### src/rtl/uart_echo_fifo.sv
// uart_echo_fifo: 16x-oversampled UART receiver feeding a FIFO that is echoed back out
// through a matching transmitter; frame format, baud rate and depth are parameters.
module uart_echo_fifo #(
   parameter int CLK_FREQ   = 25_000_000,
   parameter int BAUD_RATE  = 115200,
   parameter int DATA_BITS  = 8,
   parameter int PARITY     = 0,
   parameter int STOP_BITS  = 1,
   parameter int FIFO_DEPTH = 16
) (
   input  logic                          clk,
   input  logic                          rst,
   input  logic                          echo_en,
   input  logic                          uart_rx,
   output logic                          uart_tx,
   output logic [DATA_BITS-1:0]          rx_data,
   output logic                          rx_valid,
   output logic                          err_frame,
   output logic                          err_parity,
   output logic                          overflow,
   output logic [$clog2(FIFO_DEPTH):0]   fifo_level
);
   localparam int OSR = (CLK_FREQ + 8 * BAUD_RATE) / (16 * BAUD_RATE);
   localparam int CW  = OSR > 1 ? $clog2(OSR) : 1;
   localparam int AW  = $clog2(FIFO_DEPTH);

   typedef enum logic [2:0] {IDLE, START, DATA, PAR, STOP} state_t;

   state_t               rx_state, rx_next, tx_state, tx_next;
   logic [CW-1:0]        tcnt;
   logic                 tick, rxs, rx_maj, par_ok, rx_eval, push, pop, full, empty, tx_step;
   logic [1:0]           sync, rx_vote;
   logic [3:0]           rx_sub, tx_sub;
   logic [2:0]           rx_bit, tx_bit;
   logic [DATA_BITS-1:0] rx_sh, tx_sh;
   logic                 rx_pb, tx_par;
   logic [AW:0]          wp, rp;
   logic [DATA_BITS-1:0] mem [FIFO_DEPTH];

   assign tick = tcnt == CW'(OSR - 1);
   assign rxs  = sync[1];

   always_ff @(posedge clk or posedge rst)
      if (rst) begin
         tcnt <= '0;
         sync <= 2'b11;
      end else begin
         tcnt <= tick ? '0 : tcnt + CW'(1);
         sync <= {sync[0], uart_rx};
      end

   // rx_vote holds the samples from sub-counts 7 and 8; rxs is the third at sub-count 9
   assign rx_maj  = (rx_vote[1] & rx_vote[0]) | (rx_vote[1] & rxs) | (rx_vote[0] & rxs);
   assign par_ok  = PARITY == 0 || ((^rx_sh ^ rx_pb) == (PARITY == 1));
   assign rx_eval = tick && rx_state == STOP && rx_sub == 4'd9;
   assign push    = rx_eval && rx_maj && par_ok;

   always_ff @(posedge clk or posedge rst)
      if (rst) begin
         rx_state <= IDLE;
         tx_state <= IDLE;
      end else begin
         rx_state <= rx_next;
         tx_state <= tx_next;
      end

   always_comb begin
      rx_next = rx_state;
      if (tick)
         case (rx_state)
            IDLE:    if (!rxs) rx_next = START;
            START:   if (rx_sub == 4'd9 && rx_maj) rx_next = IDLE;
                     else if (rx_sub == 4'd15) rx_next = DATA;
            DATA:    if (rx_sub == 4'd15 && rx_bit == 3'(DATA_BITS - 1)) rx_next = PARITY != 0 ? PAR : STOP;
            PAR:     if (rx_sub == 4'd15) rx_next = STOP;
            STOP:    if (rx_sub == 4'd9) rx_next = IDLE;
            default: rx_next = IDLE;
         endcase
   end

   // the start-detect tick counts as sub-count 0, so the next tick is 1
   always_ff @(posedge clk or posedge rst)
      if (rst) begin
         rx_sub  <= '0;
         rx_bit  <= '0;
         rx_vote <= '0;
         rx_sh   <= '0;
         rx_pb   <= 1'b0;
      end else if (tick) begin
         rx_sub <= rx_state == IDLE ? 4'd1 : rx_sub + 4'd1;
         rx_bit <= rx_state != DATA ? 3'd0 : rx_bit + 3'(rx_sub == 4'd15);
         if (rx_sub == 4'd7 || rx_sub == 4'd8) rx_vote <= {rx_vote[0], rxs};
         if (rx_state == DATA && rx_sub == 4'd9) rx_sh <= {rx_maj, rx_sh[DATA_BITS-1:1]};
         if (rx_state == PAR && rx_sub == 4'd9) rx_pb <= rx_maj;
      end

   always_ff @(posedge clk or posedge rst)
      if (rst) begin
         rx_valid   <= 1'b0;
         err_frame  <= 1'b0;
         err_parity <= 1'b0;
         overflow   <= 1'b0;
         rx_data    <= '0;
      end else begin
         rx_valid   <= push;
         err_frame  <= rx_eval && !rx_maj;
         err_parity <= rx_eval && rx_maj && !par_ok;
         overflow   <= overflow | (push && full && !pop);
         if (push) rx_data <= rx_sh;
      end

   assign empty      = wp == rp;
   assign full       = wp == {~rp[AW], rp[AW-1:0]};
   assign fifo_level = wp - rp;

   // a pop in the same cycle frees the slot, so a push into a full FIFO still lands
   always_ff @(posedge clk or posedge rst)
      if (rst) begin
         wp <= '0;
         rp <= '0;
      end else begin
         if (push && (!full || pop)) wp <= wp + (AW+1)'(1);
         if (pop) rp <= rp + (AW+1)'(1);
      end

   always_ff @(posedge clk)
      if (push && (!full || pop)) mem[wp[AW-1:0]] <= rx_sh;

   assign pop     = tick && tx_state == IDLE && echo_en && !empty;
   assign tx_step = tick && (tx_state == IDLE || tx_sub == 4'd15);

   always_comb begin
      tx_next = tx_state;
      if (tick)
         case (tx_state)
            IDLE:    if (echo_en && !empty) tx_next = START;
            START:   if (tx_sub == 4'd15) tx_next = DATA;
            DATA:    if (tx_sub == 4'd15 && tx_bit == 3'(DATA_BITS - 1)) tx_next = PARITY != 0 ? PAR : STOP;
            PAR:     if (tx_sub == 4'd15) tx_next = STOP;
            STOP:    if (tx_sub == 4'd15 && tx_bit == 3'(STOP_BITS - 1)) tx_next = IDLE;
            default: tx_next = IDLE;
         endcase
   end

   // tx_bit counts data bits in DATA and stop bits in STOP; the line is set one bit ahead
   always_ff @(posedge clk or posedge rst)
      if (rst) begin
         tx_sub  <= '0;
         tx_bit  <= '0;
         tx_sh   <= '0;
         tx_par  <= 1'b0;
         uart_tx <= 1'b1;
      end else begin
         if (tick) tx_sub <= tx_state == IDLE ? 4'd0 : tx_sub + 4'd1;
         if (tx_step) begin
            tx_bit  <= tx_next != tx_state ? 3'd0 : tx_bit + 3'd1;
            if (tx_state == DATA) tx_sh <= tx_sh >> 1;
            uart_tx <= tx_next == START ? 1'b0 :
                       tx_next == DATA  ? (tx_state == DATA ? tx_sh[1] : tx_sh[0]) :
                       tx_next == PAR   ? tx_par : 1'b1;
         end
         if (pop) begin
            tx_sh  <= mem[rp[AW-1:0]];
            tx_par <= (PARITY == 1) ^ (^mem[rp[AW-1:0]]);
         end
      end
endmodule

### config.mk
export PLATFORM = sky130hd
export DESIGN_NAME = uart_echo_fifo
export DESIGN_NICKNAME = d
export VERILOG_FILES = /design/src/rtl/uart_echo_fifo.sv
export SDC_FILE = /design/constraint.sdc
export NUM_CORES = 1
export LEC_CHECK = 0
export ABC_AREA = 1
export BUFFER_PORTS_ARGS = -buffer_cell sky130_fd_sc_hd__buf_4
export CAP_MARGIN = 30
export CORE_MARGIN = 3
export CORE_UTILIZATION = 45
export CTS_CLUSTER_DIAMETER = 60
export DETAILED_ROUTE_END_ITERATION = 12
export GPL_TIMING_DRIVEN = 1
export SLEW_MARGIN = 20
export SYNTH_ARGS = -nofsm -noshare
export SYNTH_HDL_FRONTEND = slang
export SYNTH_SLANG_ARGS = --single-unit
### constraint.sdc
create_clock -name clk -period 3.51 [get_ports clk]
set_clock_uncertainty 0.2 [all_clocks]
set_input_delay 0.702 -clock clk [delete_from_list [all_inputs] [get_ports clk]]
set_output_delay 0.702 -clock clk [all_outputs]
set_load 0.1 [all_outputs]
# Yosys cells after proc, flatten, opt, wreduce, memory -nomap -nowiden
# Memories as Yosys holds them, arrays and structs flattened.
# Cells that the tools add are included.
# W data, S select, Z words.
[classes]
add_sub_neg = 8
n_mul = 0
div_mod_pow = 0
n_lt_le_gt_ge = 0
eq_ne = 28
n_shift = 0
n_mux = 28
n_bitwise = 7
n_reduce_logical = 34
[ops]
columns = ["cell", "n"]
rows = [
  ["$mux W3", 14],
  ["$pmux W3 S5", 2],
  ["$mux W8", 3],
  ["$eq A4 B4 Y1 const B", 5],
  ["$eq A3 B2 Y1 const B", 6],
  ["$logic_and A1 B1 Y1", 17],
  ["$add A4 B1 Y4 const B", 3],
  ["$eq A3 B3 Y1 const B", 4],
  ["$mux W4", 3],
  ["$add A5 B1 Y5 const B", 2],
  ["$eq A5 B5 Y1", 2],
  ["$eq A3 B1 Y1 const B", 3],
  ["$logic_not A3 Y1", 3],
  ["$reduce_xor A8 Y1", 1],
  ["$mux W1", 6],
  ["$ne A2 B2 Y1 const B", 3],
  ["$reduce_and A2 Y1", 3],
  ["$reduce_and A6 Y1", 1],
  ["$sub A5 B5 Y5", 1],
  ["$eq A4 B3 Y1 const B", 1],
  ["$logic_not A1 Y1", 4],
  ["$reduce_bool A2 Y1", 2],
  ["$add A3 B1 Y3", 1],
  ["$add A3 B1 Y3 const B", 1],
  ["other kinds (8)", 14],
]
[word_totals]
regBits = 67
latch_bits = 0
ramBits = 128
mem_bits_ro = 0
inputBits = 4
out_inout_bits = 18
memories = 1
[mem_list]
columns = ["name", "words", "width", "read_ports", "rd_clocked_by_memory_dff", "wr", "line", "text"]
rows = [
  ["mem", 16, 8, 1, 0, 1, "38", "logic [DATA_BITS-1:0] mem [FIFO_DEPTH];"],
]

# Logic depth before layout (Yosys ltp)
# Gate-level depths: netlist of run 1.
[depth]
ltp_word = 10
depth_mapped = 14
ltp_nobuf = 12

# Least setup slack after synthesis of run 1
# No wires, ideal clock.
[synth_timing]
path_type = "register to output"
from = "reg rp[3]"
to = "out fifo_level[4]"
t_arrival_ps = 2829
required_time_ps = 2608
setup_slack_ps = -221
path_stages_with_launch = 7
path_buffers = 1
cell_sequence = "dfrtp_1 inv_1 buf_1 ha_1 a21oi_1 o21ai_0 xnor2_1"
[synth_between]
elab_chain_len = 1
[synth_rtl]
columns = ["item", "line", "text"]
rows = [
  ["from (decl)", "37", "logic [AW:0] wp, rp;"],
  ["from (signal assigned)", "123", "if (pop) rp <= rp + (AW+1)'(1);"],
  ["$sub A5 B5 Y5", "114", "assign fifo_level = wp - rp;"],
  ["to (decl)", "21", "output logic [$clog2(FIFO_DEPTH):0] fifo_level"],
]
# No other way between the ends.

# Worst setup path after layout of run 1
[layout_timing]
from = "reg wp[0]"
to = "out fifo_level[4]"
[layout_between]
elab_chain_len = 1
[layout_rtl]
columns = ["item", "line", "text"]
rows = [
  ["from (decl)", "37", ""],
  ["from (signal assigned)", "122", "if (push && (!full || pop)) wp <= wp + (AW+1)'(1);"],
  ["$sub A5 B5 Y5", "114", ""],
]
# No other way between the ends.

==> tab_implementation.tex, run 1 <==
\begin{tabular}{lr}
\hline
Metric & Value \\
\hline
\multicolumn{2}{l}{\textbf{Run status}} \\
Outcome & complete, no violations \\
\multicolumn{2}{l}{\textbf{CTS}} \\
TritonCTS clock tree & done \\
Root buffer selected by CTS & sky130\_fd\_sc\_hd\_\_clkbuf\_16 \\
Register clock-pin slew on the reported worst setup and hold paths & roughly 0.07 ns \\
Maximum buffer depth of the clock tree & 2 \\
H-tree lvl count & 4 \\
Count of hold buffers inserted by post-cts repair & 0 \\
Resize count post-CTS & 0 \\
Clk sinks & between 150 and 200 \\
Post-CTS Setup Inserts & 0 \\
Clock buffers created by TritonCTS & 17 \\
Clock latency of the later-clocked register in the worst-skew pair & roughly 0.43 ns \\
\multicolumn{2}{l}{\textbf{Place}} \\
\# port buffers & 20 \\
Worst setup timing slack at the placement stage & $\sim$0.51 ns \\
Sum of net half-perimeters after detailed placement & 12630 um \\
Placement-stage cell area & $\sim$0.0093 mm2 \\
Routability-driven placement congestion ratio & 0.8387 \\
Total placed cells including tap cells & 1177 \\
\multicolumn{2}{l}{\textbf{Floorplanning}} \\
Core box area & roughly 0.019 mm2 \\
Horizontal die dimension & 145.6 um \\
Row cnt & 50 \\
Die boundary height & 145.6 um \\
Top-level port count & 22 \\
Total die area & 0.02121 mm2 \\
Initial standard-cell utilization of the core & 0.4628 \\
\multicolumn{2}{l}{\textbf{Min path}} \\
Path type of the worst min-delay path & in2async \\
\multicolumn{2}{l}{\textbf{Drt}} \\
1st-iter DRT viols & $\sim$580 \\
Count of TritonRoute iterations in the first routing pass & 5 \\
Overall via count from detail\_route & between 5000 and 6000 \\
Routed wire per std cell & 15.94 um \\
DRT Wirelength & between 15000 and 20000 um \\
Ratio of routed vias to standard cells & $\sim$5 \\
Number of design rule violations left after detail routing & 0 \\
Post-route antenna net violation count & 0 \\
\multicolumn{2}{l}{\textbf{Synth}} \\
Mapped Cells & between 800 and 900 \\
Post-synthesis async set-or-reset flop share & 0.3402 \\
Cell accounting for the most synthesized area & sky130\_fd\_sc\_hd\_\_edfxtp\_1 \\
\#FFs+latches synth & a little under 200 \\
Most used DFF post-synth & sky130\_fd\_sc\_hd\_\_edfxtp\_1 \\
Avg Synthesized Cell Area & roughly 10 um2 \\
Distinct cells, synth & 41 \\
Share of the yosys chip area belonging to registers & 0.6268 \\
Netlist area before placement & 0.008773 mm2 \\
Post-synth EDFFs & approximately 130 \\
Synth Warn \# & 0 \\
Net count after synthesis & between 900 and 1000 \\
Most area-consuming cells after synthesis & sky130\_fd\_sc\_hd\_\_edfxtp\_1 (44\%), sky130\_fd\_sc\_hd\_\_dfrtp\_1 (18\%), sky130\_fd\_sc\_hd\_\_nand2\_1 (10\%) \\
Top-area cell type share of the netlist area & 0.4381 \\
\multicolumn{2}{l}{\textbf{Timing}} \\
Fin. max-slew vios & 0 \\
Worst Tran Pin Value & roughly 0.88 ns \\
RSZ-0062 raised after global routing & no \\
WHS & 0.1459 ns \\
Finish-stage setup viols & 0 \\
Time the worst path needs with I/O delays and setup & 3.307 ns \\
Crit share post-route & 0.9421 \\
Worst max-slew margin expressed relative to the limit & 0.4101 \\
Maximum frequency from static timing analysis & approximately 300 MHz \\
Hold violation total from the final report & 0 \\
Final total negative setup slack & 0 ns \\
Smallest setup slack after layout & 0.2031 ns \\
\multicolumn{2}{l}{\textbf{Global route}} \\
Initial antenna violation count & 0 \\
Overflow left after global routing & 0 \\
Wire length of the first global-routing pass & slightly above 30000 um \\
Pin count of the biggest net entering global routing & between 70 and 80 \\
Global routing usage summed across all routing layers & 0.1882 \\
Vias in the first global route & 5710 \\
\multicolumn{2}{l}{\textbf{Worst setup path}} \\
FF-to-FF path depth & 11 \\
WP data arrival & approximately 2.4 ns \\
Top fanout value on the critical path & 4 \\
Data required time at the worst endpoint & approximately 2.6 ns \\
Worst Setup End Kind & output port \\
Setup slack, reg-to-reg & between 0.4 and 0.5 ns \\
Launch point of the worst reg-to-reg path & rp[3]\$\_DFFE\_PP0P\_ \\
Class of the most critical setup path & reg2out \\
CP Launch Point & wp[0]\$\_DFFE\_PP0P\_ \\
Reg2Reg Capture Point & mem[1][2]\$\_DFFE\_PP\_ \\
Critical path launch point type & flip-flop \\
\multicolumn{2}{l}{\textbf{Power}} \\
Peak supply drop & 0.3233 mV \\
Reported net switching power & $\sim$0.001 W \\
Fraction of power consumed by combinational cells & 0.023 \\
Static Leakage & around 4.5 nW \\
Switching fraction of total power & 0.2225 \\
Int Power & between 0.003 and 0.004 W \\
Proportion of power drawn by the clock network & 0.431 \\
Flop pwr share & 0.546 \\
Power per unit of standard cell area & between 400 and 500 mW/mm2 \\
\multicolumn{2}{l}{\textbf{Cells and area}} \\
Commonest non-fill, non-tap cell in the layout & sky130\_fd\_sc\_hd\_\_nand2\_1 \\
Finished Layout Cells & $\sim$1200 \\
Area growth, synth to finish & 13.29\% \\
Commonest non-fill, non-tap cells in the layout & sky130\_fd\_sc\_hd\_\_nand2\_1 (240), sky130\_fd\_sc\_hd\_\_inv\_1 (130), sky130\_fd\_sc\_hd\_\_edfxtp\_1 (128) \\
Final cell area excluding filler cells & 0.009940 mm2 \\
Net count reported at finish & 959 \\
Number of diodes added for antenna fixing & 0 \\
Fraction of final layout cells sized beyond drive strength 1 & 0.1096 \\
\multicolumn{2}{l}{\textbf{Job}} \\
Max-capacitance violation count & 0 \\
\hline
\end{tabular}
[per-stage QoR]
stage            util  total power (W)
3_3_place_gp   0.4930         0.002594
5_1_grt        0.5244         0.004627
2_1_floorplan       -         0.002568
3_5_place_dp   0.4930         0.002596
4_1_cts        0.5244         0.004520
6_report       0.5244         0.004475
[routing by layer]
| metal | up-vias | global-route usage | wire length, um |
|---|---|---|---|
| li1 | 2971 | - | - |
| met1 | 2726 | 0.2778 | 9298 |
| met2 | 149 | 0.2877 | 8765 |
| met3 | 23 | 0.03270 | 896 |
| met4 | 0 | 0.05745 | 310 |
| met5 | - | 0 | 0 |
[critical path, cell delays in order (launching register included)]
cell and delay (ns):
sky130_fd_sc_hd__dfrtp_1 0.40, sky130_fd_sc_hd__inv_1 0.12, sky130_fd_sc_hd__ha_1 0.24, sky130_fd_sc_hd__fa_1 0.42, sky130_fd_sc_hd__o21ai_0 0.33, sky130_fd_sc_hd__xnor2_2 0.16, sky130_fd_sc_hd__buf_4 0.31
[logic make-up after synthesis]
| family | synth area share |
|---|---|
| buffers and inverters | 0.07544 |
| adder cells (fa/ha/maj) | 0.02795 |
| flip-flops | 0.6268 |
| AO/OA/AOI/OAI | 0.05719 |
| AND/OR/NAND/NOR | 0.1972 |
| XOR/XNOR | 0.01497 |
| other | 0.0004274 |
[synth_stat cells (all sizes together), types with 2 or more instances]
master / instances
xor2: 13
dfstp: 3
ha: 18
o21ai: 72
nor3: 8
nand3: 76
dfrtp: 63
inv: 135
a21oi: 14
nand2: 244
nand4: 5
clkbuf: 5
a31oi: 2
nor2: 71
edfxtp: 128
xnor2: 2
o21bai: 2
nand3b: 2
buf: 25
[power groups by stage]
stage                     Sequential, W  Combinational (W)  Clock [W]
after global routing            0.00245           0.000118    0.00206
after detailed placement        0.00249           0.000103          0
after CTS                       0.00244           0.000103    0.00197
final                           0.00244           0.000101    0.00193
after global placement          0.00249           0.000101          0
after floorplan                 0.00249          0.0000773          0
[flip-flops by register name, indices dropped and copies added (netlist names), 4 cells and up]
name,count
mem,128
rx_data,8
rx_sh,8
tx_sh,8
rp,5
wp,5
rx_sub,4
tcnt,4
tx_sub,4
[how the worst max path moves through the flow]
stage,to,slack (ns)
final,fifo_level[4],0.20
after global routing,fifo_level[4],0.10
after CTS,fifo_level[4],0.17
after detailed placement,mem[1][6]$_DFFE_PP_,0.51
after global placement,mem[1][6]$_DFFE_PP_,0.62
after floorplan,fifo_level[3],0.36
[layout make-up]
class | instances | area, um2
fillers | 1733 | 9016
inverters | 136 | 511.7
flip-flops and latches | 194 | 5500
repair buffers | 48 | 372.9
well taps | 260 | 325.3
clock inverters | 14 | 165.2
clock buffers | 18 | 429.2
multi-input cells | 539 | 2635
Note: power is estimated with default switching activity, not from simulation.
==> run 2: changes to the inputs <==
Settings changed: PLACE_DENSITY from default to 0.73.
==> run 2 against run 1 <==
Hold slack got worse by 0.025 ns. Global-route usage hardly changed. Via count up 4.5%. Largest cell class unchanged. Sequential power barely moved. Power grew 0.38%. Cell count decreased by 1.1%. Sequential share of layout area rose by 0.51 points. Largest power group unchanged. Clock power hardly changed. Sequential cell count unchanged. Final area shrank 0.89%.
==> tab_implementation.tex, run 2 (synthesis gave the netlist of run 1 again) <==
\begin{tabular}{lr}
\hline
Metric & Value \\
\hline
\multicolumn{2}{l}{\textbf{Global route}} \\
Wire length of the first global-routing pass & roughly 31000 um \\
Pin count of the biggest net entering global routing & 70 \\
Grt peak-use layer & met2 \\
Global-route track usage on met3 & 0.04017 \\
Overflow left after global routing & 0 \\
Met1 routing resource usage after global routing & 0.2543 \\
Initial antenna violation count & 0 \\
Vias in the first global route & approximately 6000 \\
Met2 demand-to-capacity share in global routing & 0.2989 \\
Global routing usage summed across all routing layers & 0.1879 \\
\multicolumn{2}{l}{\textbf{Worst setup path}} \\
Buffer and inverter count on the worst path & 2 \\
Data required time at the worst endpoint & roughly 2.6 ns \\
Worst Setup End Kind & output port \\
Slowest cell on crit path & sky130\_fd\_sc\_hd\_\_fa\_1 \\
CP peak stage delay & 0.42 ns \\
Critical path launch point type & flip-flop \\
Class of the most critical setup path & reg2out \\
WP data arrival & around 2.4 ns \\
Top fanout value on the critical path & 4 \\
Dominant delay contributor by cell family on the critical path & adder cells \\
List of cells traversed by the critical path & inv\_1 -> ha\_1 -> fa\_1 -> o21ai\_0 -> xnor2\_2 -> buf\_4 \\
\multicolumn{2}{l}{\textbf{Power}} \\
Total power & between 0.004 and 0.005 W \\
Static Leakage & around 4.5 nW \\
Peak supply drop & about 0.42 mV \\
Power per unit of standard cell area & roughly 460 mW/mm2 \\
\multicolumn{2}{l}{\textbf{CTS}} \\
Post-CTS Setup Inserts & 0 \\
Clk sinks & around 190 \\
Clock buffers created by TritonCTS & 17 \\
Clock latency of the later-clocked register in the worst-skew pair & 0.44 ns \\
H-tree lvl count & 4 \\
Register clock-pin slew on the reported worst setup and hold paths & around 0.07 ns \\
Root buffer selected by CTS & sky130\_fd\_sc\_hd\_\_clkbuf\_16 \\
TritonCTS clock tree & done \\
Maximum buffer depth of the clock tree & 2 \\
\multicolumn{2}{l}{\textbf{Timing}} \\
Finish-stage setup viols & 0 \\
Fin. max-slew vios & 0 \\
RSZ-0062 raised after global routing & no \\
Worst max-slew margin expressed relative to the limit & 0.4345 \\
Time the worst path needs with I/O delays and setup & roughly 3.3 ns \\
Maximum frequency from static timing analysis & around 300 MHz \\
Worst Tran Pin Value & approximately 0.85 ns \\
Hold violation total from the final report & 0 \\
Final total negative setup slack & 0 ns \\
Crit share post-route & 0.9488 \\
\multicolumn{2}{l}{\textbf{Floorplanning}} \\
Initial standard-cell utilization of the core & 0.4628 \\
Core box area & between 0.015 and 0.02 mm2 \\
Horizontal die dimension & around 150 um \\
Top-level port count & 22 \\
Die boundary height & $\sim$150 um \\
Row cnt & 50 \\
Total die area & 0.02121 mm2 \\
\multicolumn{2}{l}{\textbf{Cells and area}} \\
Number of diodes added for antenna fixing & 0 \\
Fraction of final layout cells sized beyond drive strength 1 & 0.09936 \\
Number of flip-flops under the largest register name & 128 \\
Commonest non-fill, non-tap cells in the layout & sky130\_fd\_sc\_hd\_\_nand2\_1 (240), sky130\_fd\_sc\_hd\_\_inv\_1 (130), sky130\_fd\_sc\_hd\_\_edfxtp\_1 (128) \\
Area growth, synth to finish & 12.28\% \\
Sequential cell area & roughly 0.0055 mm2 \\
Commonest non-fill, non-tap cell in the layout & sky130\_fd\_sc\_hd\_\_nand2\_1 \\
Net count reported at finish & approximately 950 \\
Multi-input gate area in the final layout & between 0.002 and 0.003 mm2 \\
Layout fillers & $\sim$1600 \\
\multicolumn{2}{l}{\textbf{Job}} \\
Max-capacitance violation count & 0 \\
\multicolumn{2}{l}{\textbf{Place}} \\
Routability-driven placement congestion ratio & between 0.8 and 0.9 \\
Sum of net half-perimeters after detailed placement & between 10000 and 15000 um \\
\# port buffers & 20 \\
\multicolumn{2}{l}{\textbf{Drt}} \\
Overall via count from detail\_route & between 6000 and 7000 \\
1st-iter DRT viols & roughly 650 \\
Ratio of routed vias to standard cells & 5.127 \\
Count of TritonRoute iterations in the first routing pass & 5 \\
DRT Wirelength & approximately 19000 um \\
Routed wire per std cell & 15.82 um \\
Post-route antenna net violation count & 0 \\
Number of design rule violations left after detail routing & 0 \\
\multicolumn{2}{l}{\textbf{Run status}} \\
Outcome & complete, no violations \\
\multicolumn{2}{l}{\textbf{Min path}} \\
Path type of the worst min-delay path & in2async \\
\hline
\end{tabular}
[run 2: cell count changes in the layout (fill, tap and decap cells not counted)]
cell	delta
sky130_fd_sc_hd__dfrtp_1	-1
sky130_fd_sc_hd__clkbuf_1	-1
sky130_fd_sc_hd__buf_4	-13
sky130_fd_sc_hd__clkinv_2	+1
sky130_fd_sc_hd__dfrtp_2	+1
sky130_fd_sc_hd__clkbuf_8	+1
sky130_fd_sc_hd__clkinvlp_4	-1
[run 2: cell type report]
class                      count  area share
inverter                     136     0.05195
multi-input combinational    539      0.2675
clock buffer                  18     0.04458
tap                          260     0.03302
clock inverter                14     0.01651
timing repair buffer          35     0.02794
sequential                   194      0.5585
[run 2: final timing paths]
path	slack, ns	endpoint	startpoint	cells past startpoint
max	0.18	fifo_level[4]	wp[0]$_DFFE_PP0P_	6
max in group asynchronous	2.19	uart_tx$_DFFE_PP1P_	rst	3
min	0.12	rx_sub[3]$_DFFE_PP0N_	rst	2
max reg2reg	0.43	mem[9][6]$_DFFE_PP_	rp[3]$_DFFE_PP0P_	11
min reg2reg	0.16	sync[1]$_DFF_PP1_	sync[0]$_DFF_PP1_	0
min in group clk	0.16	sync[1]$_DFF_PP1_	sync[0]$_DFF_PP1_	0
[run 2: report_power, final]
part           internal (W)  total [W]  switching [W]
Combinational     0.0000270   0.000101      0.0000740
Sequential          0.00243    0.00244      0.0000124
Clock               0.00104    0.00195       0.000910
[run 2: repair_timing]
action | 4_1_cts | 5_1_grt
hold buffers | 0 | 0
gates resized for setup | 0 | 1
endpoints found under the setup margin | 0 | 2
[run 2: metrics by stage]
stage	hold slack (ns)	area, um2	setup WS [ns]	util	std cells
finish	0.1204	9851	0.1797	0.5197	1196
detailed placement	0.1473	9248	0.3346	0.4879	1164
global placement	0.1461	9248	0.4533	0.4879	1164
CTS	0.1254	9849	0.1504	0.5196	1196
global route	0.1505	9851	0.05810	0.5197	1196
floorplan	0.1452	8796	0.3587	-	899
[run 2: per-layer routing]
metal | routed length [um] | part of all wire | up-vias
met3 | 1112 | 0.059 | 33
li1 | - | - | 2960
met2 | 9195 | 0.49 | 209
met4 | 405 | 0.021 | 0
met1 | 8212 | 0.43 | 2930
met5 | 0 | 0 | -
==> run 3: changes to the inputs <==
==> constraint.sdc (replaced) <==
create_clock -name clk -period 3.2 [get_ports clk]
set_clock_uncertainty 0.2 [all_clocks]
set_input_delay 0.64 -clock clk [delete_from_list [all_inputs] [get_ports clk]]
set_output_delay 0.64 -clock clk [all_outputs]
set_load 0.02 [all_outputs]
==> run 3 against run 2 <==
Sequential power is 9.8% higher. Via count is 2.2% lower. Core utilization is 0.25 points higher. Power is 9.4% higher. Critical path depth stayed put. Final area is 0.48% higher. Critical path type unchanged.
==> tab_implementation.tex, run 3 (synthesis gave the netlist of run 1 again) <==
\begin{tabular}{lr}
\hline
Metric & Value \\
\hline
\multicolumn{2}{l}{\textbf{Timing}} \\
Fin. max-slew vios & 0 \\
RSZ-0062 raised after global routing & no \\
Smallest setup slack after layout & 0.1926 ns \\
Hold violation total from the final report & 0 \\
Final total negative setup slack & 0 ns \\
Maximum frequency from static timing analysis & between 300 and 400 MHz \\
Finish-stage setup viols & 0 \\
Worst Tran Pin Value & about 0.93 ns \\
Time the worst path needs with I/O delays and setup & approximately 3 ns \\
Crit share post-route & 0.9398 \\
Worst max-slew margin expressed relative to the limit & 0.3786 \\
\multicolumn{2}{l}{\textbf{Worst setup path}} \\
Critical path launch point type & flip-flop \\
Worst Setup End Kind & output port \\
Setup slack, reg-to-reg & 0.41 ns \\
Launch point of the worst reg-to-reg path & rp[1]\$\_DFFE\_PP0P\_ \\
Reg2Reg Capture Point & mem[0][6]\$\_DFFE\_PP\_ \\
Class of the most critical setup path & reg2out \\
Data required time at the worst endpoint & 2.36 ns \\
Top fanout value on the critical path & 4 \\
CP Launch Point & wp[0]\$\_DFFE\_PP0P\_ \\
FF-to-FF path depth & 12 \\
End of the critical path & fifo\_level[4] \\
WP data arrival & $\sim$2.2 ns \\
\multicolumn{2}{l}{\textbf{Cells and area}} \\
Final cell area excluding filler cells & approximately 0.01 mm2 \\
Commonest non-fill, non-tap cell in the layout & sky130\_fd\_sc\_hd\_\_nand2\_1 \\
Number of flip-flops under the largest register name & 128 \\
Net count reported at finish & between 900 and 1000 \\
Number of diodes added for antenna fixing & 0 \\
Commonest non-fill, non-tap cells in the layout & sky130\_fd\_sc\_hd\_\_nand2\_1 (240), sky130\_fd\_sc\_hd\_\_inv\_1 (130), sky130\_fd\_sc\_hd\_\_edfxtp\_1 (128) \\
Area growth, synth to finish & 12.82\% \\
Fraction of final layout cells sized beyond drive strength 1 & 0.1016 \\
Finished Core Util & 0.5222 \\
\multicolumn{2}{l}{\textbf{Drt}} \\
Post-route antenna net violation count & 0 \\
Count of TritonRoute iterations in the first routing pass & 5 \\
1st-iter DRT viols & slightly above 600 \\
Overall via count from detail\_route & 6000 \\
Number of design rule violations left after detail routing & 0 \\
DRT Wirelength & about 19000 um \\
Ratio of routed vias to standard cells & approximately 5.0 \\
Routed wire per std cell & around 16 um \\
\multicolumn{2}{l}{\textbf{Job}} \\
Max-capacitance violation count & 0 \\
\multicolumn{2}{l}{\textbf{Floorplanning}} \\
Initial standard-cell utilization of the core & 0.4628 \\
Die boundary height & $\sim$150 um \\
Core box area & 0.01896 mm2 \\
Row cnt & 50 \\
Horizontal die dimension & 145.6 um \\
Total die area & around 0.021 mm2 \\
Top-level port count & 22 \\
\multicolumn{2}{l}{\textbf{Run status}} \\
Outcome & complete, no violations \\
\multicolumn{2}{l}{\textbf{Min path}} \\
Path type of the worst min-delay path & in2async \\
\multicolumn{2}{l}{\textbf{CTS}} \\
Clock latency of the later-clocked register in the worst-skew pair & 0.44 ns \\
Maximum buffer depth of the clock tree & 2 \\
Root buffer selected by CTS & sky130\_fd\_sc\_hd\_\_clkbuf\_16 \\
Register clock-pin slew on the reported worst setup and hold paths & around 0.07 ns \\
Resize count post-CTS & 0 \\
Post-CTS Setup Inserts & 0 \\
TritonCTS clock tree & done \\
Count of hold buffers inserted by post-cts repair & 0 \\
H-tree lvl count & 4 \\
Clock buffers created by TritonCTS & 17 \\
Clk sinks & 194 \\
\multicolumn{2}{l}{\textbf{Power}} \\
Int Power & roughly 0.0039 W \\
Power per unit of standard cell area & roughly 500 mW/mm2 \\
Switching fraction of total power & 0.2106 \\
Total power & 0.004915 W \\
Flop pwr share & 0.546 \\
Static Leakage & between 4 and 5 nW \\
Proportion of power drawn by the clock network & 0.432 \\
Peak supply drop & approximately 0.46 mV \\
Fraction of power consumed by combinational cells & 0.022 \\
Reported net switching power & a little over 0.001 W \\
\multicolumn{2}{l}{\textbf{Global route}} \\
Initial antenna violation count & 0 \\
Vias in the first global route & between 5000 and 6000 \\
Pin count of the biggest net entering global routing & 72 \\
Wire length of the first global-routing pass & a little over 30000 um \\
Overflow left after global routing & 0 \\
Global routing usage summed across all routing layers & 0.1837 \\
\multicolumn{2}{l}{\textbf{Place}} \\
Worst setup timing slack at the placement stage & 0.4249 ns \\
\# port buffers & 20 \\
Routability-driven placement congestion ratio & approximately 0.95 \\
Placement-stage cell area & between 0.009 and 0.01 mm2 \\
Sum of net half-perimeters after detailed placement & around 12000 um \\
\hline
\end{tabular}
-- run 3: changes by cell type in the layout (fill, tap and decap cells not counted), moves of 2 or more --
cell,before,now
sky130_fd_sc_hd__xnor2_1,0,2
sky130_fd_sc_hd__inv_4,0,2
sky130_fd_sc_hd__inv_8,3,1
sky130_fd_sc_hd__inv_6,6,4
sky130_fd_sc_hd__xnor2_2,2,0
sky130_fd_sc_hd__clkbuf_1,0,2
sky130_fd_sc_hd__clkbuf_16,17,19
sky130_fd_sc_hd__buf_4,34,42
sky130_fd_sc_hd__clkinv_8,2,0
-- run 3: through the flow --
| stage | std cells | hold WS, ns |
|---|---|---|
| 2_1_floorplan | 899 | 0.1452 |
| 3_3_place_gp | 1173 | 0.1463 |
| 3_5_place_dp | 1173 | 0.1476 |
| 4_1_cts | 1205 | 0.07490 |
| 5_1_grt | 1205 | 0.09499 |
| 6_report | 1205 | 0.07310 |
-- run 3: power groups by stage --
stage	Sequential [W]	Combinational, W	Clock [W]
CTS	0.00268	0.000110	0.00216
global route	0.00268	0.000125	0.00226
detailed placement	0.00273	0.000107	0
finish	0.00268	0.000110	0.00212
floorplan	0.00273	0.0000807	0
global placement	0.00273	0.000104	0
-- run 3: worst min path at each step --
stage / from / to / slack (ns) / cells after the start
final: rst / rx_data[2]$_DFFE_PP0P_ / 0.07 / 3
after global routing: uart_rx / sync[0]$_DFF_PP1_ / 0.09 / 1
after CTS: rst / rx_data[7]$_DFFE_PP0P_ / 0.07 / 3
after detailed placement: sync[0]$_DFF_PP1_ / sync[1]$_DFF_PP1_ / 0.15 / 0
after global placement: sync[0]$_DFF_PP1_ / sync[1]$_DFF_PP1_ / 0.15 / 0
after floorplan: sync[0]$_DFF_PP1_ / sync[1]$_DFF_PP1_ / 0.15 / 0
-- run 3: critical path: stages (launching register included) --
cell and delay (ns):
sky130_fd_sc_hd__dfrtp_1 0.39, sky130_fd_sc_hd__inv_1 0.12, sky130_fd_sc_hd__ha_1 0.24, sky130_fd_sc_hd__fa_1 0.40
sky130_fd_sc_hd__o21ai_0 0.23, sky130_fd_sc_hd__xnor2_1 0.17, sky130_fd_sc_hd__buf_4 0.18
-- run 3: cell type report --
class                   count  area (um2)
repair buffers             44       355.3
inverters                 136       511.7
clock inverters            11       110.1
fillers                  1662        9057
multi-input cells         539        2613
flip-flops and latches    194        5500
clock buffers              21       483.0
well taps                 260       325.3
-- run 3: per-layer routing --
metal	GRT usage	routed length, um	vias to the layer above	part of all wire
met3	0.03270	1090	41	0.058
met4	0.08215	579	0	0.031
met1	0.2594	8621	2792	0.46
li1	-	-	2977	-
met5	0	0	-	0
met2	0.2804	8599	190	0.46
